==> config.mk <==
export PLATFORM = sky130hd
export DESIGN_NAME = mlp_stream_flat
export DESIGN_NICKNAME = d
export VERILOG_FILES = /design/src/rtl/mlp_pkg.sv /design/src/rtl/mlp_stream_if.sv /design/src/rtl/mlp_l1_neuron.sv /design/src/rtl/mlp_stream.sv /design/src/flat_wrapper.sv
export SDC_FILE = /design/constraint.sdc
export NUM_CORES = 1
export LEC_CHECK = 0
export ABC_AREA = 0
export BUFFER_PORTS_ARGS = -buffer_cell sky130_fd_sc_hd__buf_4
export CORE_AREA = 2 2 68 83
export CTS_BUF_LIST = sky130_fd_sc_hd__clkbuf_4
export CTS_CLUSTER_DIAMETER = 60
export DETAILED_ROUTE_END_ITERATION = 12
export DIE_AREA = 0 0 70 85
export PLACE_DENSITY = 0.79
export SLEW_MARGIN = 20
export SYNTH_ARGS = -nofsm -noshare
export SYNTH_HDL_FRONTEND = slang
export SYNTH_SLANG_ARGS = --single-unit
==> constraint.sdc <==
create_clock -name clk -period 3.3 [get_ports clk]
set_input_delay 0.495 -clock clk [delete_from_list [all_inputs] [get_ports clk]]
set_output_delay 0.495 -clock clk [all_outputs]
set_load 0.02 [all_outputs]
==> src/rtl/mlp_pkg.sv <==
// mlp_pkg: shared types and helpers for the mlp_stream perceptron engine.
//   state_t    : frame sequencing states
//   calc_w_a   : layer-1 accumulator width
//   calc_w_y   : layer-2 result width
//   calc_aw    : weight write address width
//   sm_mul     : sign/magnitude sample times signed weight
package mlp_pkg;

  typedef enum logic [1:0] {
    S_IN  = 2'd0,
    S_L2  = 2'd1,
    S_OUT = 2'd2
  } state_t;

  function automatic int unsigned calc_w_a(input int unsigned w_x, input int unsigned w_k,
                                           input int unsigned n1);
    return w_x + w_k + int'($clog2(n1)) + 1;
  endfunction

  function automatic int unsigned calc_w_y(input int unsigned w_a, input int unsigned w_k,
                                           input int unsigned n2);
    return w_a + w_k + int'($clog2(n2));
  endfunction

  function automatic int unsigned calc_aw(input int unsigned n1, input int unsigned n2);
    return int'($clog2(n1 * n2 + n2));
  endfunction

  // Product at 32 bits; callers truncate to their accumulator width.
  function automatic logic signed [31:0] sm_mul(input logic [31:0] mag, input logic neg,
                                                input logic signed [31:0] k);
    logic signed [31:0] prod;
    prod = $signed(mag) * k;
    return neg ? -prod : prod;
  endfunction

endpackage

==> src/rtl/mlp_stream_if.sv <==
// mlp_stream_if: input beat stream, weight write port, result stream and status.
//   slave  : the engine side (mlp_stream)
//   master : the producer/consumer side
interface mlp_stream_if import mlp_pkg::*; #(
  parameter int unsigned N1  = 98,
  parameter int unsigned N2  = 20,
  parameter int unsigned P   = 7,
  parameter int unsigned W_X = 4,
  parameter int unsigned W_K = 4
);
  localparam int unsigned AW  = calc_aw(N1, N2);
  localparam int unsigned W_Y = calc_w_y(calc_w_a(W_X, W_K, N1), W_K, N2);

  logic                  s_valid;
  logic                  s_ready;
  logic [P*W_X-1:0]      s_mag;
  logic [P-1:0]          s_pol;
  logic                  w_en;
  logic [AW-1:0]         w_addr;
  logic signed [W_K-1:0] w_data;
  logic                  m_valid;
  logic                  m_ready;
  logic signed [W_Y-1:0] m_data;
  logic                  busy;

  modport slave (
    input  s_valid, s_mag, s_pol, w_en, w_addr, w_data, m_ready,
    output s_ready, m_valid, m_data, busy
  );

  modport master (
    output s_valid, s_mag, s_pol, w_en, w_addr, w_data, m_ready,
    input  s_ready, m_valid, m_data, busy
  );
endinterface

==> src/rtl/mlp_l1_neuron.sv <==
// mlp_l1_neuron: one hidden neuron; holds K1[J][*] and accumulates h_J over the beats.
//   clk, rst    : clock, async active-high reset
//   i_mag/i_pol : current beat samples (P lanes)
//   i_beat      : beat index selecting the weight lanes
//   i_first     : first beat of a frame (overwrite instead of add)
//   i_acc_en    : beat accepted this cycle
//   i_wr_*      : K1 write strobe / global address / data
//   o_h         : accumulated h_J
module mlp_l1_neuron import mlp_pkg::*; #(
  parameter int unsigned N1  = 98,
  parameter int unsigned P   = 7,
  parameter int unsigned W_X = 4,
  parameter int unsigned W_K = 4,
  parameter int unsigned W_A = 16,
  parameter int unsigned AW  = 11,
  parameter int unsigned BW  = 4,
  parameter int unsigned J   = 0
) (
  input  logic                  clk,
  input  logic                  rst,
  input  logic [P*W_X-1:0]      i_mag,
  input  logic [P-1:0]          i_pol,
  input  logic [BW-1:0]         i_beat,
  input  logic                  i_first,
  input  logic                  i_acc_en,
  input  logic                  i_wr_en,
  input  logic [AW-1:0]         i_wr_addr,
  input  logic signed [W_K-1:0] i_wr_data,
  output logic signed [W_A-1:0] o_h
);
  localparam int unsigned IW   = (N1 > 1) ? $clog2(N1) : 1;
  localparam int unsigned PW   = (P > 1) ? $clog2(P) : 1;
  localparam int unsigned BASE = J * N1;

  logic signed [W_K-1:0] r_k [N1];
  logic signed [W_A-1:0] r_h;
  logic signed [W_A-1:0] w_prod [P];
  logic signed [W_A-1:0] w_sum;
  logic [31:0]           w_off;
  logic                  w_hit;

  // Addresses below BASE wrap to huge offsets and fail the range test.
  assign w_off = 32'(i_wr_addr) - 32'(BASE);
  assign w_hit = i_wr_en && (w_off < 32'(N1));

  // One multiplier per lane.
  for (genvar p = 0; p < int'(P); p++) begin : g_lane
    assign w_prod[p] = W_A'(sm_mul(32'(i_mag[p*W_X +: W_X]), i_pol[p],
                                   32'(r_k[IW'(int'(i_beat) * int'(P) + p)])));
  end

  // Beat sum of the lane products.
  always_comb begin
    w_sum = '0;
    for (int p = 0; p < int'(P); p++) begin
      w_sum = w_sum + w_prod[PW'(p)];
    end
  end

  // Weight storage and h accumulator.
  always_ff @(posedge clk or posedge rst) begin
    if (rst) begin
      r_k <= '{default: '0};
      r_h <= '0;
    end else begin
      if (w_hit) begin
        r_k[IW'(w_off)] <= i_wr_data;
      end
      if (i_acc_en) begin
        r_h <= i_first ? w_sum : r_h + w_sum;
      end
    end
  end

  assign o_h = r_h;
endmodule

==> src/rtl/mlp_stream.sv <==
// mlp_stream: time-multiplexed two-layer perceptron (N1 inputs, N2 hidden, scalar out).
//   clk, rst : clock, async active-high reset
//   bus      : mlp_stream_if.slave (input beats, weight writes, result, busy)
module mlp_stream import mlp_pkg::*; #(
  parameter int unsigned N1  = 98,
  parameter int unsigned N2  = 20,
  parameter int unsigned P   = 7,
  parameter int unsigned W_X = 4,
  parameter int unsigned W_K = 4
) (
  input logic         clk,
  input logic         rst,
  mlp_stream_if.slave bus
);
  localparam int unsigned BEATS = N1 / P;
  localparam int unsigned W_A   = calc_w_a(W_X, W_K, N1);
  localparam int unsigned W_Y   = calc_w_y(W_A, W_K, N2);
  localparam int unsigned AW    = calc_aw(N1, N2);
  localparam int unsigned BW    = (BEATS > 1) ? $clog2(BEATS) : 1;
  localparam int unsigned JW    = (N2 > 1) ? $clog2(N2) : 1;

  state_t                r_state, w_next_state;
  logic [BW-1:0]         r_beat, w_beat_nxt;
  logic [JW-1:0]         r_j, w_j_nxt;
  logic signed [W_Y-1:0] r_acc2, w_acc2_nxt;
  logic signed [W_Y-1:0] r_m_data, w_m_data_nxt;
  logic                  r_m_valid, w_m_valid_nxt;
  logic                  r_s_ready, w_s_ready_nxt;
  logic                  r_busy, w_busy_nxt;
  logic signed [W_K-1:0] r_k2 [N2];

  logic signed [W_A-1:0] w_h [N2];
  logic signed [W_A-1:0] w_h_sel, w_relu;
  logic signed [W_Y-1:0] w_prod, w_acc2_sum;
  logic                  w_accept, w_first, w_last_beat, w_last_j;
  logic                  w_wr_ok, w_k1_wr, w_k2_wr;
  logic [31:0]           w_k2_off;

  assign w_accept    = (r_state == S_IN) && bus.s_valid && r_s_ready;
  assign w_first     = (r_beat == '0);
  assign w_last_beat = (r_beat == BW'(BEATS - 1));
  assign w_last_j    = (r_j == JW'(N2 - 1));

  // Writes land only between frames, and never on the cycle a frame starts.
  assign w_wr_ok  = bus.w_en && (r_state == S_IN) && w_first && !w_accept;
  assign w_k1_wr  = w_wr_ok && (32'(bus.w_addr) < 32'(N1 * N2));
  assign w_k2_off = 32'(bus.w_addr) - 32'(N1 * N2);
  assign w_k2_wr  = w_wr_ok && (w_k2_off < 32'(N2));

  for (genvar g = 0; g < int'(N2); g++) begin : g_l1
    mlp_l1_neuron #(
      .N1(N1), .P(P), .W_X(W_X), .W_K(W_K), .W_A(W_A), .AW(AW), .BW(BW), .J(g)
    ) u_neuron (
      .clk       (clk),
      .rst       (rst),
      .i_mag     (bus.s_mag),
      .i_pol     (bus.s_pol),
      .i_beat    (r_beat),
      .i_first   (w_first),
      .i_acc_en  (w_accept),
      .i_wr_en   (w_k1_wr),
      .i_wr_addr (bus.w_addr),
      .i_wr_data (bus.w_data),
      .o_h       (w_h[g])
    );
  end

  // Serial layer-2 MAC over hidden neuron r_j.
  assign w_h_sel    = w_h[r_j];
  assign w_relu     = w_h_sel[W_A-1] ? '0 : w_h_sel;
  assign w_prod     = W_Y'(r_k2[r_j]) * W_Y'(w_relu);
  assign w_acc2_sum = (r_j == '0) ? w_prod : r_acc2 + w_prod;

  // State register.
  always_ff @(posedge clk or posedge rst) begin
    if (rst) r_state <= S_IN;
    else     r_state <= w_next_state;
  end

  // Next-state logic.
  always_comb begin
    w_next_state = r_state;
    case (r_state)
      S_IN:    if (w_accept && w_last_beat) w_next_state = S_L2;
      S_L2:    if (w_last_j) w_next_state = S_OUT;
      S_OUT:   if (bus.m_ready) w_next_state = S_IN;
      default: w_next_state = S_IN;
    endcase
  end

  // Output / datapath next values.
  always_comb begin
    w_beat_nxt    = r_beat;
    w_j_nxt       = r_j;
    w_acc2_nxt    = r_acc2;
    w_m_data_nxt  = r_m_data;
    w_m_valid_nxt = 1'b0;
    w_busy_nxt    = r_busy;
    w_s_ready_nxt = (w_next_state == S_IN);
    case (r_state)
      S_IN: begin
        if (w_accept) begin
          w_busy_nxt = 1'b1;
          w_beat_nxt = w_last_beat ? '0 : r_beat + 1'b1;
        end
      end
      S_L2: begin
        w_acc2_nxt = w_acc2_sum;
        w_j_nxt    = r_j + 1'b1;
        if (w_last_j) begin
          w_j_nxt       = '0;
          w_m_data_nxt  = w_acc2_sum;
          w_m_valid_nxt = 1'b1;
        end
      end
      S_OUT: begin
        w_m_valid_nxt = !bus.m_ready;
        if (bus.m_ready) w_busy_nxt = 1'b0;
      end
      default: ;
    endcase
  end

  // Registered datapath and outputs.
  always_ff @(posedge clk or posedge rst) begin
    if (rst) begin
      r_beat    <= '0;
      r_j       <= '0;
      r_acc2    <= '0;
      r_m_data  <= '0;
      r_m_valid <= 1'b0;
      r_s_ready <= 1'b0;
      r_busy    <= 1'b0;
    end else begin
      r_beat    <= w_beat_nxt;
      r_j       <= w_j_nxt;
      r_acc2    <= w_acc2_nxt;
      r_m_data  <= w_m_data_nxt;
      r_m_valid <= w_m_valid_nxt;
      r_s_ready <= w_s_ready_nxt;
      r_busy    <= w_busy_nxt;
    end
  end

  // Layer-2 weight file.
  always_ff @(posedge clk or posedge rst) begin
    if (rst) begin
      r_k2 <= '{default: '0};
    end else if (w_k2_wr) begin
      r_k2[JW'(w_k2_off)] <= bus.w_data;
    end
  end

  assign bus.s_ready = r_s_ready;
  assign bus.m_valid = r_m_valid;
  assign bus.m_data  = r_m_data;
  assign bus.busy    = r_busy;
endmodule

==> src/flat_wrapper.sv <==
// flat-port wrapper written by rule: the top's interface ports become plain ports
module mlp_stream_flat import mlp_pkg::*;
#(
  parameter int unsigned N1  = 98,
  parameter int unsigned N2  = 20,
  parameter int unsigned P   = 7,
  parameter int unsigned W_X = 4,
  parameter int unsigned W_K = 4
)
  (clk, rst, bus_s_valid, bus_s_mag, bus_s_pol, bus_w_en, bus_w_addr, bus_w_data, bus_m_ready, bus_s_ready, bus_m_valid, bus_m_data, bus_busy);
  mlp_stream_if #(.N1(N1), .N2(N2), .P(P), .W_X(W_X), .W_K(W_K)) bus_i ();
  input logic clk;
  input logic rst;
  input wire logic [$bits(bus_i.s_valid)-1:0] bus_s_valid;
  input wire logic [$bits(bus_i.s_mag)-1:0] bus_s_mag;
  input wire logic [$bits(bus_i.s_pol)-1:0] bus_s_pol;
  input wire logic [$bits(bus_i.w_en)-1:0] bus_w_en;
  input wire logic [$bits(bus_i.w_addr)-1:0] bus_w_addr;
  input wire logic [$bits(bus_i.w_data)-1:0] bus_w_data;
  input wire logic [$bits(bus_i.m_ready)-1:0] bus_m_ready;
  output wire logic [$bits(bus_i.s_ready)-1:0] bus_s_ready;
  output wire logic [$bits(bus_i.m_valid)-1:0] bus_m_valid;
  output wire logic [$bits(bus_i.m_data)-1:0] bus_m_data;
  output wire logic [$bits(bus_i.busy)-1:0] bus_busy;
  assign bus_i.s_valid = bus_s_valid;
  assign bus_i.s_mag = bus_s_mag;
  assign bus_i.s_pol = bus_s_pol;
  assign bus_i.w_en = bus_w_en;
  assign bus_i.w_addr = bus_w_addr;
  assign bus_i.w_data = bus_w_data;
  assign bus_i.m_ready = bus_m_ready;
  assign bus_s_ready = bus_i.s_ready;
  assign bus_m_valid = bus_i.m_valid;
  assign bus_m_data = bus_i.m_data;
  assign bus_busy = bus_i.busy;
  mlp_stream #(.N1(N1), .N2(N2), .P(P), .W_X(W_X), .W_K(W_K)) u_core (.clk(clk), .rst(rst), .bus(bus_i));
endmodule
==> results of run 1 <==
worst reg2reg max path, delay by kind of cell, from the launching register on:
kind / cells / cell delay (ns)
simple gates: 2 / 0.59
fa+ha+maj: 1 / 0.45
flops: 1 / 0.41
mux: 1 / 0.41
buf+inv: 1 / 0.12
state kept, by name, indices dropped and copies added (netlist names):
register / cells
u_core.bus.m_valid: 1
u_core.bus.m_data: 25
u_core.r_j: 5
u_core.r_beat: 4
u_core.bus.s_ready: 1
u_core.r_state: 2
u_core.r_acc2: 25
u_core.bus.busy: 1
routing by layer:
metal	wire length [um]	share of wire [%]	vias to the layer above
met3	197	4.7	8
li1	-	-	679
met4	72	1.7	0
met5	0	0	-
met1	2000	48	693
met2	1880	45	32
kinds of logic after synthesis:
family	after synthesis	synth area share, %
buffers and inverters	12	3.35
muxes	27	14.1
and+or+nand+nor	49	12.3
xor gates and xnor gates	3	1.00
adders and majority gates	6	2.87
DFF	64	61.2
AOI/OAI and AO/OA	17	5.21
worst paths after layout:
kind                            cells past startpoint                     to              start  slack (ns)
worst max-delay path                                5  u_core.bus.m_data[18]  u_core.r_state[1]        1.23
worst min-delay path                                2      u_core.r_acc2[16]                rst        0.22
min in group clk                                    3        u_core.bus.busy        bus_m_ready        0.40
max in group asynchronous                           3  u_core.bus.m_data[10]                rst        2.25
worst max register to register                      5  u_core.bus.m_data[18]  u_core.r_state[1]        1.23
worst min register to register                      1      u_core.r_acc2[18]  u_core.r_acc2[18]        0.49
power by group:
part	switching (mW)	leakage, nW	internal, mW
Clock	0.290	0.0925	0.384
Sequential	0.0514	0.876	0.830
Combinational	0.138	0.576	0.0900
area by class of cell:
type                       instances  share of cell area, %
inverter                           7                  0.856
multi-input combinational        102                   30.3
clock buffer                       9                   2.20
timing repair buffer              33                   8.08
sequential                        64                   52.2
tap                               62                   2.53
clock inverter                     7                   3.87
metrics by stage:
step	std cells	cell area, um^2	power [mW]	util (%)	hold slack (ns)
2_1_floorplan	178	2620	1.07	-	0.447
3_3_place_gp	268	2880	1.11	55.9	0.463
3_5_place_dp	268	2880	1.13	55.9	0.470
4_1_cts	284	3070	1.81	59.5	0.226
5_1_grt	284	3070	1.88	59.5	0.282
6_report	284	3070	1.78	59.5	0.220
cells in the final DEF, fill, tap and decap left out, types with 2 or more instances in the layout:
cell type and instances:
a211oi_1 2, a22o_1 2, and2_1 25, buf_4 33
bufinv_16 3, clkbuf_4 9, clkinvlp_4 2, dfrtp_1 64
ha_1 6, inv_1 6, mux2_2 7, mux2_4 18
mux2i_1 2, nand2_1 5, nand3_1 3, nand4_1 3
nor2_1 5, o21a_1 2, o21ai_0 4, xnor2_1 3
==> impl_metrics.csv, run 1 <==
group,metric,value,unit
worst_setup_path,critical_path.top_delay_family,"simple AND/OR/NAND/NOR gates",
worst_setup_path,crit_arrival,2.36,ns
yosys,syn_nets,239,
clock_tree,numCtsBuffers,9,
clock_tree,cts_max_level,3,
yosys,ys_warn_count,0,
cells_and_area,layout-drive-gt1-share,36.5,%
timing,clock_skew,0.0127,ns
drt,drc_errors,0,
worst_setup_path,worstPathCellList,"inv_1, ha_1, nand2_4, nor2_8, mux2_2",
global_route,grt_usage,15.7,%
die,die_h,85,um
timing,grt_setup_unrepaired,"false",
clock_tree,cts.path.max_buffers,2,
yosys,yosys-top-cells-count,"dfrtp_1 (64), and2_1 (25), mux2_4 (18)",
status,status,"completed",
global_route,use_met1,22.4,%
yosys,synth-seq-cells,64,
yosys,synth-main-ff-cell,"dfrtp_1",
yosys,syn_inst,178,
yosys,synth_top_area_share,61.2,%
die,design.core.area,5150,um^2
cells_and_area,antenna_cells,0,
timing,hold_violations,0,
placement,io_buffers,31,
timing,slew_viol_final,0,
cells_and_area,multiInputGateArea,928,um^2
drt,via_per_inst,4.97,
clock_tree,cts-resized-gates,0,
timing,slew_headroom,49.0,%
yosys,synth.avg_cell_area,14.7,um^2
clock_tree,cts_num_sinks,64,
drt,wire_per_inst,14.6,um
clock_tree,cts_hold_buffers,0,
clock_tree,path_clk_slew,0.12,ns
yosys,ys_top_cells_by_area,"dfrtp_1 (61%), mux2_4 (10%), and2_1 (6.0%), mux2_2 (3.0%), ha_1 (2.9%)",
power,power.leakage,1.54,nW
timing,tightest_slew,0.763,ns
die,die_w,70,um
cells_and_area,final_nets,278,
power,power.density,581,nW/um^2
worst_setup_path,cp.buffers_inverters,1,
yosys,synth_area,2620,um^2
job,max_cap_violations,0,
cells_and_area,fillerInstances,415,
global_route,use_met2,21.7,%
drt,ant_nets,0,
global_route,grt_pass1_wl,7180,um
global_route,antenna_found_initial,0,
drt,wl,4150,um
die,start_util,50.8,%
placement,hpwl,2680,um
global_route,grt-busiest-layer,"met1",
yosys,synth_top_cell_by_area,"dfrtp_1",
drt,routed-via-count,1412,
worst_setup_path,crit_type,"register to register",
clock_tree,clock_latency,0.41,ns
clock_tree,cts-root-buf,"clkbuf_4",
timing,fin_setup_tns,0,ns
timing,setup_viol,0,
min_path,hp-class,"primary input to asynchronous set/reset pin",
die,ioPinCount,83,
timing,final.setup.worst_slack,1.23,ns
power,ir_drop,0.344,mV
yosys,ys_seq_area_share,61.2,%
worst_setup_path,end_kind,"register",
worst_setup_path,cpPeakStageDelay,0.48,ns
global_route,grt_max_degree,39,
cells_and_area,seq_area,1600,um^2
global_route,met3_usage,5.34,%
worst_setup_path,crit_required,3.59,ns
worst_setup_path,worst-path-max-fanout,26,
clock_tree,cts_tree,"done",
worst_setup_path,startpoint_type,"register",
yosys,synth_edf_count,0,
die,rows,29,
timing,clock.fmax,483,MHz
timing,fin_crit,2.07,ns
drt,firstDrtPassIters,4,
yosys,ys_types,34,
global_route,gr-total-overflow,0,
clock_tree,cts_setup_buffers,0,
timing,post-route-period-util,62.8,%
drt,drtIter0Drc,78,
yosys,async_flop_share,100,%
placement,pre_cts_ws,1.21,ns
yosys,synth.most_common_cell,"dfrtp_1",
global_route,grt_pass1_vias,1405,
cells_and_area,syn2layout_area_growth,17.2,%
worst_setup_path,slowest_stage,"nor2_8",
die,die-area,5950,um^2
placement,place_congestion,0.788,
No activity file was read; power rests on OpenSTA's default activity.
==> inputs of run 2 (changes only) <==
- CORE_AREA: 2 2 68 83 -> 2 2 72 87
- DIE_AREA: 0 0 70 85 -> 0 0 74 89
- PLACE_DENSITY: 0.79 -> 0.75
- clock period: 3.3 -> 1.8 ns (I/O delays scaled with it)
==> impl_metrics.csv, run 2 (same netlist as run 1, synthesis figures left out) <==
group,metric,value,unit
die,die_w,74,um
timing,fin_setup_tns,0,ns
clock_tree,cts_num_sinks,64,
drt,routed-via-count,1439,
clock_tree,clock_latency,0.40,ns
global_route,gr-total-overflow,0,
timing,clock.fmax,611,MHz
worst_setup_path,crit_arrival,1.92,ns
global_route,use_met2,20.4,%
power,ir_drop,0.317,mV
drt,ant_nets,0,
clock_tree,cts-resized-gates,0,
global_route,grt-busiest-layer,"met2",
cells_and_area,final_nets,286,
min_path,hp-class,"primary input to register",
die,die-area,6590,um^2
worst_setup_path,worstPathCellList,"inv_1, ha_1, buf_4, nand4_1, a221oi_2, nor2_1",
global_route,grt_max_degree,31,
timing,slew_viol_final,0,
cells_and_area,syn2layout_area_growth,18.5,%
clock_tree,cts_setup_buffers,0,
global_route,met3_usage,4.06,%
clock_tree,cts_tree,"done",
drt,drtIter0Drc,81,
timing,setup_viol,0,
timing,slew_headroom,70.1,%
timing,holdWs,0.179,ns
global_route,grt_pass1_vias,1408,
worst_setup_path,end_kind,"register",
clock_tree,cts_max_level,3,
worst_setup_path,crit_required,2.08,ns
global_route,grt_usage,13.8,%
die,rows,30,
clock_tree,path_clk_slew,0.10,ns
placement,placed_cell_area,2990,um^2
cells_and_area,layout-drive-gt1-share,38.0,%
drt,wire_per_inst,12.4,um
placement,place_congestion,0.760,
worst_setup_path,cpPeakStageDelay,0.41,ns
worst_setup_path,startpoint_type,"register",
placement,hpwl,2640,um
global_route,antenna_found_initial,0,
clock_tree,cts-root-buf,"clkbuf_4",
drt,drc_errors,0,
drt,wl,3830,um
job,max_cap_violations,0,
drt,firstDrtPassIters,6,
die,die_h,89,um
timing,grt_setup_unrepaired,"false",
timing,clock_skew,0.0104,ns
timing,hold_violations,0,
worst_setup_path,worst-path-max-fanout,3,
timing,fin_crit,1.64,ns
die,start_util,46.2,%
drt,via_per_inst,4.66,
cells_and_area,final_common_cell,"dfrtp_1",
die,ioPinCount,83,
worst_setup_path,crit_type,"register to register",
power,power.leakage,1.56,nW
cells_and_area,fillerInstances,476,
placement,io_buffers,31,
cells_and_area,fin_area,3100,um^2
clock_tree,cts.path.max_buffers,2,
timing,post-route-period-util,90.9,%
clock_tree,cts_hold_buffers,1,
worst_setup_path,slowest_stage,"dfrtp_1",
cells_and_area,antenna_cells,0,
clock_tree,numCtsBuffers,9,
global_route,grt_pass1_wl,6630,um
status,status,"completed",
timing,tightest_slew,0.447,ns
power,power.density,920,nW/um^2
cells_and_area,final_cell_mix,"dfrtp_1 (64), buf_4 (38), and2_1 (25), mux2_4 (18), clkbuf_4 (11)",
global_route,use_met1,17.4,%
die,design.core.area,5670,um^2
run 2: changes by cell type in the layout (fill, tap and decap cells not counted), sizes merged:
cell | previous run | this run
dlygate4sd3 | 0 | 1
clkbuf | 9 | 11
clkinv | 1 | 3
buf | 33 | 40
bufinv | 3 | 0
inv | 8 | 6
run 2: path summary, 6_finish.rpt:
check,startpoint,end,slack [ns],cells past startpoint
max,u_core.r_state[1],u_core.bus.s_ready,0.16,6
min,bus_s_valid,u_core.r_beat[0],0.18,3
max reg2reg,u_core.r_state[1],u_core.bus.s_ready,0.16,6
min reg2reg,u_core.r_acc2[19],u_core.r_acc2[19],0.49,1
max in group asynchronous,rst,u_core.r_state[1],0.83,4
min in group asynchronous,rst,u_core.bus.m_data[0],0.44,3
run 2: area by class of cell:
cell class / count / area (um^2) / area share (%)
clock buffers: 11 / 82.6 / 2.66
clock inverters: 4 / 22.5 / 0.726
inverters: 7 / 30.0 / 0.969
multi-input cells: 102 / 928 / 29.9
flip-flops and latches: 64 / 1600 / 51.7
well taps: 80 / 100 / 3.23
repair buffers: 41 / 335 / 10.8
run 2: routing by layer:
layer / wire length (um) / vias up / share of wire (%)
li1: - / 703 / -
met1: 1810 / 698 / 47
met2: 1780 / 29 / 46
met3: 137 / 9 / 3.6
met4: 104 / 0 / 2.7
met5: 0 / - / 0
run 2: metrics by stage:
stage          cells  total power, mW  util (%)  setup slack, ns
2_1_floorplan    178             1.96         -            0.236
3_3_place_gp     293             2.09      52.7            0.178
3_5_place_dp     293             2.11      52.7            0.147
4_1_cts          309             2.91      54.7            0.129
5_1_grt          309             3.05      54.7         0.000324
6_report         309             2.85      54.7            0.165
run 2: power breakdown:
part | internal [mW] | total [mW] | switching, mW
logic | 0.200 | 0.455 | 0.255
clock network | 0.301 | 0.783 | 0.482
registers | 1.52 | 1.62 | 0.0948
run 2: worst max-delay path, delay by kind of cell (launching register included):
| kind | cells | cell delay, ns |
|---|---|---|
| buf+inv | 2 | 0.27 |
| flops | 1 | 0.41 |
| compound gates | 1 | 0.36 |
| fa+ha+maj | 1 | 0.25 |
| simple gates | 2 | 0.23 |
==> inputs of run 3 (changes only) <==
- PLACE_DENSITY: 0.75 -> 0.73
==> impl_metrics.csv, run 3 (same netlist as run 1, synthesis figures left out) <==
group,metric,value,unit
power,power.density,1050,nW/um^2
cells_and_area,layout-drive-gt1-share,37.7,%
power,p_int,2.41,mW
timing,fin_setup_tns,0,ns
job,max_cap_violations,0,
placement,io_buffers,31,
timing,clock.fmax,615,MHz
clock_tree,numCtsBuffers,9,
timing,slew_headroom,64.4,%
timing,setup_viol,0,
worst_setup_path,startpoint_type,"register",
cells_and_area,final_common_cell,"dfrtp_1",
status,status,"completed",
clock_tree,cts_setup_buffers,0,
global_route,antenna_found_initial,0,
cells_and_area,syn2layout_area_growth,21.0,%
timing,hold_violations,0,
die,die_h,89,um
die,rows,30,
die,die_w,74,um
clock_tree,cts-root-buf,"clkbuf_4",
power,pwr-share-clk,37.6,%
clock_tree,cts-resized-gates,0,
power,p_switching,0.900,mW
power,p_sw_share,27.2,%
timing,grt_setup_unrepaired,"false",
timing,fin_crit,1.63,ns
global_route,gr-total-overflow,0,
timing,post-route-period-util,90.4,%
worst_setup_path,end_kind,"register",
global_route,grt_pass1_wl,7070,um
die,ioPinCount,83,
worst_setup_path,worst-path-max-fanout,6,
drt,firstDrtPassIters,4,
global_route,grt_max_degree,42,
worst_setup_path,crit_arrival,1.91,ns
cells_and_area,final_cell_mix,"dfrtp_1 (64), buf_4 (36), and2_1 (25), mux2_4 (18), clkbuf_4 (9)",
power,p_comb_share,13.6,%
power,ir_drop,0.608,mV
timing,tightest_slew,0.532,ns
placement,place_congestion,0.772,
min_path,hp-class,"primary input to register",
timing,clock_skew,0.0154,ns
drt,routed-via-count,1425,
worst_setup_path,reg2regPathDepth,5,
die,die-area,6590,um^2
drt,drtIter0Drc,83,
global_route,grt_pass1_vias,1464,
cells_and_area,instances_no_fill,308,
die,start_util,46.2,%
clock_tree,cts_max_level,3,
cells_and_area,antenna_cells,0,
power,power.leakage,1.58,nW
clock_tree,cts_hold_buffers,1,
timing,holdWs,0.168,ns
drt,wl,4060,um
clock_tree,path_clk_slew,0.11,ns
cells_and_area,fillerInstances,461,
clock_tree,cts_num_sinks,64,
drt,wire_per_inst,13.2,um
global_route,grt_usage,14.6,%
power,seqPwrFrac,48.8,%
cells_and_area,final_nets,284,
placement,hpwl,2680,um
clock_tree,cts.path.max_buffers,2,
drt,ant_nets,0,
worst_setup_path,crit_required,2.09,ns
drt,drc_errors,0,
timing,slew_viol_final,0,
clock_tree,clock_latency,0.41,ns
clock_tree,cts_tree,"done",
die,design.core.area,5670,um^2
worst_setup_path,crit_type,"register to register",
drt,via_per_inst,4.63,
placement,placed_cells_incl_taps,291,
min_path,hold-path-cell-count,3,
run 3: final timing paths:
path	start	to	slack, ns
min in group asynchronous	rst	u_core.bus.m_data[7]	0.46
worst min register to register	u_core.r_acc2[23]	u_core.r_acc2[23]	0.49
worst min-delay path	bus_s_valid	u_core.r_beat[0]	0.17
worst max register to register	u_core.r_j[1]	u_core.bus.m_data[22]	0.17
worst max-delay path	u_core.r_j[1]	u_core.bus.m_data[22]	0.17
max in group asynchronous	rst	u_core.r_j[0]	0.76
run 3: power groups by stage:
stage | clock, mW | combinational (mW) | sequential, mW
6_report | 1.25 | 0.450 | 1.62
5_1_grt | 1.33 | 0.517 | 1.63
2_1_floorplan | 0 | 0.329 | 1.63
3_5_place_dp | 0 | 0.455 | 1.64
3_3_place_gp | 0 | 0.441 | 1.64
4_1_cts | 1.27 | 0.459 | 1.61
run 3: cell type report:
class / count / area [um^2] / area share (%)
Clock buffer: 9 / 67.6 / 2.13
Sequential cell: 64 / 1600 / 50.6
Inverter: 7 / 30.0 / 0.948
Clock inverter: 7 / 119 / 3.75
Timing Repair Buffer: 39 / 320 / 10.1
Multi-Input combinational cell: 102 / 928 / 29.3
Tap cell: 80 / 100 / 3.16
run 3: stage by stage:
step	setup slack [ns]	utilization, %	instance area (um^2)	power [mW]
finish	0.173	55.9	3170	3.31
global route	0.0179	55.9	3170	3.48
CTS	0.159	55.9	3170	3.34
detailed placement	0.172	52.4	2970	2.10
global placement	0.188	52.4	2970	2.08
floorplan	0.236	-	2620	1.96
run 3: critical path, stage by stage (launching register included):
cell and delay [ns]:
dfrtp_1 0.39, ha_1 0.34, nand2_8 0.10, nor2_8 0.17
buf_4 0.18, mux2_2 0.33
run 3: routing by layer:
metal / global-route usage [%] / vias to the layer above / part of all wire [%]
li1: - / 693 / -
met1: 19.9 / 696 / 50
met2: 20.5 / 28 / 44
met3: 4.51 / 8 / 3.5
met4: 8.43 / 0 / 2.2
met5: 0 / - / 0
